### src/rtl/man_setpoint_ctrl.sv
// Manual setpoint editor with commit/timeout and a HEAT/COOL thermostat.
// Button lines are edge-detected; only committed T_SET/HYST drive the thermostat.
module man_setpoint_ctrl #(
  parameter int TW          = 6,
  parameter int T_MIN       = 10,
  parameter int T_MAX       = 30,
  parameter int T_DEFAULT   = 20,
  parameter int HYST_DEF    = 2,
  parameter int HYST_MAX    = 7,
  parameter int TIMEOUT_CYC = 1000
) (
  input  logic          clk,
  input  logic          rst,
  input  logic          INCR_MAN,
  input  logic          DECR_MAN,
  input  logic          CONF_MAN,
  input  logic [4:0]    DT_MAN,
  input  logic [TW-1:0] T_MEAS,
  output logic [TW-1:0] T_SET,
  output logic [TW-1:0] T_PEND,
  output logic [4:0]    HYST,
  output logic          EDITING,
  output logic          CONF_ACK,
  output logic          HEAT,
  output logic          COOL
);

  localparam int TMW = (TIMEOUT_CYC > 2) ? $clog2(TIMEOUT_CYC) : 1;
  localparam logic [TMW-1:0] TO_LAST = TMW'(TIMEOUT_CYC - 1);

  typedef enum logic {IDLE, EDIT} edit_t;
  typedef enum logic [1:0] {TH_OFF, TH_HEAT, TH_COOL} thermo_t;

  edit_t          edit_q;
  thermo_t        thermo_q, thermo_d;
  logic           incr_prev_q, decr_prev_q, conf_prev_q;
  logic [TMW-1:0] timer_q;
  logic [TW-1:0]  tset_q, tpend_q;
  logic [4:0]     hyst_q;
  logic           ack_q, heat_q, cool_q;

  logic          rise_inc, rise_dec, rise_conf;
  logic          step_up, step_dn, idle, timeout;
  logic [TW-1:0] base, up_val, dn_val, step_val;
  logic [4:0]    dt_clamp;

  assign rise_inc  = INCR_MAN & ~incr_prev_q;
  assign rise_dec  = DECR_MAN & ~decr_prev_q;
  assign rise_conf = CONF_MAN & ~conf_prev_q;
  // Simultaneous up/down cancels out completely.
  assign step_up   = rise_inc & ~rise_dec;
  assign step_dn   = rise_dec & ~rise_inc;
  assign idle      = (edit_q == IDLE);
  assign timeout   = !idle && (timer_q == TO_LAST);

  assign base     = idle ? tset_q : tpend_q;
  assign up_val   = (base >= TW'(T_MAX)) ? TW'(T_MAX) : base + TW'(1);
  assign dn_val   = (base <= TW'(T_MIN)) ? TW'(T_MIN) : base - TW'(1);
  assign step_val = step_up ? up_val : dn_val;

  assign dt_clamp = (DT_MAN == 5'd0) ? 5'd1 :
                    (DT_MAN > 5'(HYST_MAX)) ? 5'(HYST_MAX) : DT_MAN;

  // Two spare bits keep T_SET-HYST from wrapping below zero.
  logic signed [TW+1:0] meas_s, set_s, hyst_s, lo_s, hi_s;
  assign meas_s = signed'({2'b00, T_MEAS});
  assign set_s  = signed'({2'b00, tset_q});
  assign hyst_s = signed'({{(TW-3){1'b0}}, hyst_q});
  assign lo_s   = set_s - hyst_s;
  assign hi_s   = set_s + hyst_s;

  always_comb begin
    thermo_d = thermo_q;
    unique case (thermo_q)
      TH_OFF: begin
        if (meas_s < lo_s)      thermo_d = TH_HEAT;
        else if (meas_s > hi_s) thermo_d = TH_COOL;
      end
      TH_HEAT: if (meas_s >= set_s) thermo_d = TH_OFF;
      TH_COOL: if (meas_s <= set_s) thermo_d = TH_OFF;
      default: thermo_d = TH_OFF;
    endcase
  end

  always_ff @(posedge clk or posedge rst) begin
    if (rst) begin
      edit_q      <= IDLE;
      thermo_q    <= TH_OFF;
      incr_prev_q <= 1'b0;
      decr_prev_q <= 1'b0;
      conf_prev_q <= 1'b0;
      timer_q     <= '0;
      tset_q      <= TW'(T_DEFAULT);
      tpend_q     <= TW'(T_DEFAULT);
      hyst_q      <= 5'(HYST_DEF);
      ack_q       <= 1'b0;
      heat_q      <= 1'b0;
      cool_q      <= 1'b0;
    end else begin
      incr_prev_q <= INCR_MAN;
      decr_prev_q <= DECR_MAN;
      conf_prev_q <= CONF_MAN;
      ack_q       <= rise_conf;
      thermo_q    <= thermo_d;
      heat_q      <= (thermo_d == TH_HEAT);
      cool_q      <= (thermo_d == TH_COOL);
      if (rise_conf) begin
        hyst_q  <= dt_clamp;
        timer_q <= '0;
        edit_q  <= IDLE;
        if (!idle) tset_q <= tpend_q;
      end else if (idle) begin
        timer_q <= '0;
        tpend_q <= tset_q;
        if (step_up || step_dn) begin
          tpend_q <= step_val;
          edit_q  <= EDIT;
        end
      end else if (timeout) begin
        tpend_q <= tset_q;
        timer_q <= '0;
        edit_q  <= IDLE;
      end else if (step_up || step_dn) begin
        tpend_q <= step_val;
        timer_q <= '0;
      end else begin
        timer_q <= timer_q + TMW'(1);
      end
    end
  end

  assign T_SET    = tset_q;
  assign T_PEND   = tpend_q;
  assign HYST     = hyst_q;
  assign EDITING  = (edit_q == EDIT);
  assign CONF_ACK = ack_q;
  assign HEAT     = heat_q;
  assign COOL     = cool_q;

endmodule

### config.mk
export PLATFORM = sky130hd
export DESIGN_NAME = man_setpoint_ctrl
export DESIGN_NICKNAME = d
export VERILOG_FILES = /design/src/rtl/man_setpoint_ctrl.sv
export SDC_FILE = /design/constraint.sdc
export NUM_CORES = 1
export LEC_CHECK = 0
export ABC_CLOCK_PERIOD_IN_PS = 5800
export CELL_PAD_IN_SITES_DETAIL_PLACEMENT = 0
export CELL_PAD_IN_SITES_GLOBAL_PLACEMENT = 2
export CORE_MARGIN = 8
export CORE_UTILIZATION = 37
export CTS_CLUSTER_SIZE = 40
export DETAILED_ROUTE_END_ITERATION = 10
export PLACE_DENSITY_LB_ADDON = 0.15
export SLEW_MARGIN = 20
export SYNTH_ARGS = -nofsm -noshare
export SYNTH_HDL_FRONTEND = slang
export SYNTH_SLANG_ARGS = --single-unit
### constraint.sdc
create_clock -name clk -period 5.8 [get_ports clk]
set_input_delay 0.58 -clock clk [delete_from_list [all_inputs] [get_ports clk]]
set_output_delay 0.58 -clock clk [all_outputs]
set_load 0.02 [all_outputs]
==> impl_metrics.json <==
{
  "reg2reg_from": "T_SET[1]$_DFFE_PP0P_",
  "post_cts_buffers": 0,
  "fillers": 715,
  "syn-num-nets": 349,
  "cp-end-kind": "register",
  "cts_max_path_buffers": 2,
  "grt_pass1_wl_mm": 11.4,
  "gr-total-overflow": 0,
  "pwr-share-comb_pct": 55.1,
  "diodes": 0,
  "synthSimpleGateAreaFrac_pct": 18.1,
  "cts_tree": "yes",
  "finalCritPeriodShare_pct": 51.6,
  "rows": 31,
  "wl_per_cell_um": 15.6,
  "chipHeight_um": 102,
  "leakagePower_nw": 1.41,
  "synthFlopType": "dfrtp_1",
  "via_per_inst": 5.17,
  "synth_compound_area_share_pct": 18.6,
  "layout_common_cells": "clkdlybuf4s50_1 (36), ha_1 (32), dfrtp_1 (31)",
  "startpoint": "T_SET[1]$_DFFE_PP0P_",
  "worstPathRequired_ps": 5980,
  "clk_pin_slew_ps": 70,
  "synth-edff-count": 0,
  "worst-endpoint-arrival_ps": 3180,
  "io_buffers": 36,
  "insertion_delay_ps": 290,
  "rsz0062_at_grt": "false",
  "synthAdderAreaFrac_pct": 16.2,
  "final_antenna_net_count": 0,
  "hold_violations": 0,
  "clkSinkCount": 36,
  "ys_ff_latch": 36,
  "setup_viol": 0,
  "avgSynthCellArea_um2": 9.11,
  "hp-class": "register to register",
  "max_freq_ghz": 0.334,
  "worst-path-buf-inv": 0,
  "clockPowerShare_pct": 15.5,
  "gp_congestion": 0.814,
  "yosysSeqAreaShare_pct": 33.3,
  "drv_slew": 0,
  "core_area_um2": 7180,
  "dp_hpwl_mm": 5.29,
  "cts_root_buf": "clkbuf_8",
  "slowest_delay_ps": 630,
  "io_pins": 37,
  "outcome": "complete, no violations",
  "clock_skew_ps": 13.1,
  "drt_iter0_drc": 143,
  "path_delay_family": "compound AO/OA/AOI/OAI gates",
  "period_needed_ps": 3000,
  "syn_inst": 299,
  "antenna_found_initial": 0,
  "grt_pass1_vias": 2270,
  "drive_gt1_share_pct": 7.14,
  "tightestPinTransition_ps": 629,
  "p_int_uw": 809,
  "p_switching_uw": 622,
  "irDropWorstVdd_v": 0.000134,
  "ys_warn_count": 0,
  "start_kind": "register",
  "synthToLayoutAreaGrowth_pct": 20.8,
  "synth-xor-area-share_pct": 5.14,
  "syn_area_um2": 2730,
  "layout.nets": 385,
  "final_common_cell": "clkdlybuf4s50_1",
  "hold_buffers": 0,
  "timing.rr.end": "COOL$_DFF_PP0_",
  "drc": 0,
  "r2r_slack_ps": 2800,
  "cts_buffers": 5,
  "cp-endpoint": "COOL$_DFF_PP0_",
  "drt_pass1_iterations": 4,
  "die_w_um": 102,
  "synthMuxAreaShare_pct": 3.54,
  "r2r_cells": 11,
  "synth_cell_types": 58,
  "final_util_pct": 45.9,
  "cp_slowest_cell": "dfrtp_1",
  "path_depth": 11,
  "max-slew-margin-rel_pct": 58.1,
  "drt-total-wl_mm": 6.80,
  "timing.setup.tns_ps": 0,
  "p_per_area_nw_per_um2": 435,
  "start_util_pct": 38.0,
  "path_cells": "ha_1 -> nand2b_1 -> a21oi_1 -> o21a_1 -> nor2_1 -> o311ai_0 -> ha_1 -> nor2_1 -> nor4_1 -> o211ai_1 -> o32ai_1",
  "cts_max_level": 2,
  "ys_async_sr_fraction_pct": 100,
  "seqPwrFrac_pct": 29.4,
  "maxCapViolations": 0,
  "synth_top_family_by_area": "compound AO/OA/AOI/OAI gates",
  "crit_type": "register to register",
  "grt.total_usage_pct": 14.0,
  "holdWs_ps": 490,
  "dieArea_um2": 10400,
  "grt_max_degree": 37,
  "cts.repair.resized": 0,
  "cp_max_fo": 11,
  "num_vias": 2251,
  "p_sw_share_pct": 43.5
}
-- metrics by stage --
step           area (um^2)  setup WS [ps]  instances  power (mW)
2_1_floorplan         2730           3060        299       0.958
3_3_place_gp          3180           2780        427        1.22
3_5_place_dp          3180           2800        427        1.22
4_1_cts               3290           2780        435        1.44
5_1_grt               3290           2540        435        1.56
6_report              3290           2800        435        1.43
-- registers in the layout (all words and copies together) (netlist names) --
| name | count |
|---|---|
| conf_prev_q | 1 |
| T_PEND | 6 |
| HYST | 5 |
| thermo_q | 2 |
| decr_prev_q | 1 |
| CONF_ACK | 1 |
| COOL | 1 |
| EDITING | 1 |
| HEAT | 1 |
| incr_prev_q | 1 |
| T_SET | 6 |
| timer_q | 10 |
-- cell usage after synthesis, drive strengths merged, types with 2 or more instances --
| cell | count | share of area, % |
|---|---|---|
| o21bai | 2 | 0.55 |
| nor2b | 6 | 1.4 |
| nand4 | 3 | 0.69 |
| a31oi | 2 | 0.46 |
| dfstp | 5 | 4.8 |
| ha | 32 | 15 |
| o21ai | 21 | 3.9 |
| o211ai | 5 | 1.4 |
| nor2 | 29 | 4.0 |
| and3 | 5 | 1.2 |
| dfrtp | 31 | 28 |
| nor4 | 2 | 0.46 |
| nand3 | 7 | 1.3 |
| clkbuf | 5 | 0.69 |
| nand2b | 4 | 0.92 |
| inv | 25 | 3.4 |
| a22o | 2 | 0.64 |
| nor3 | 8 | 1.7 |
| o21a | 4 | 1.1 |
| a221o | 2 | 0.73 |
| xor2 | 5 | 1.6 |
| a211oi | 3 | 0.83 |
| a22oi | 3 | 0.83 |
| xnor2 | 11 | 3.5 |
| buf | 4 | 0.83 |
| or3b | 2 | 0.64 |
| a32oi | 2 | 0.64 |
| nand2 | 16 | 2.5 |
| mux2i | 8 | 3.5 |
| or3 | 4 | 0.92 |
| o32ai | 3 | 0.96 |
| fa | 2 | 1.5 |
| or4 | 3 | 0.96 |
| nor3b | 3 | 0.83 |
| a21oi | 17 | 3.5 |
-- power groups by stage --
stage	Combinational, mW	Sequential [mW]	Clock [mW]
floorplan	0.524	0.435	0
global route	0.887	0.436	0.238
finish	0.788	0.421	0.222
detailed placement	0.792	0.427	0
global placement	0.795	0.427	0
CTS	0.794	0.423	0.226
-- worst min path at each step --
stage	end	slack, ps	cells after the start	startpoint
after floorplan	timer_q[0]$_DFF_PP0_	460	1	timer_q[0]$_DFF_PP0_
after global placement	timer_q[0]$_DFF_PP0_	480	1	timer_q[0]$_DFF_PP0_
after detailed placement	timer_q[0]$_DFF_PP0_	490	1	timer_q[0]$_DFF_PP0_
after CTS	timer_q[0]$_DFF_PP0_	500	1	timer_q[0]$_DFF_PP0_
after global routing	timer_q[0]$_DFF_PP0_	530	1	timer_q[0]$_DFF_PP0_
final	timer_q[0]$_DFF_PP0_	490	1	timer_q[0]$_DFF_PP0_
-- worst reg2reg max path: stages (launching register included) --
cell	delay [ps]
dfrtp_1	630
ha_1	330
nand2b_1	140
a21oi_1	180
o21a_1	150
nor2_1	40
o311ai_0	440
ha_1	290
nor2_1	60
nor4_1	240
o211ai_1	170
o32ai_1	240
-- routing by layer --
layer,track usage [%],vias up,wire length [um]
met5,0,-,0
met4,3.50,0,14
met3,3.07,2,281
met2,21.5,43,3110
met1,19.5,1062,3390
li1,-,1144,-
-- cells by family after synthesis --
group,Yosys count
buffers and inverters,35
muxes,8
adders and majority gates,34
and+or+nand+nor,94
DFF,36
xor gates and xnor gates,16
AOI/OAI and AO/OA,76
-- area by class of cell --
type	instances	area (um^2)	share of cell area [%]
inverter	26	97.6	2.97
clock inverter	2	35.0	1.06
sequential	36	907	27.6
clock buffer	6	72.6	2.21
timing repair buffer	38	375	11.4
multi-input combinational	228	1680	51.0
tap	99	124	3.76
Power figures use the tool's default switching activity.
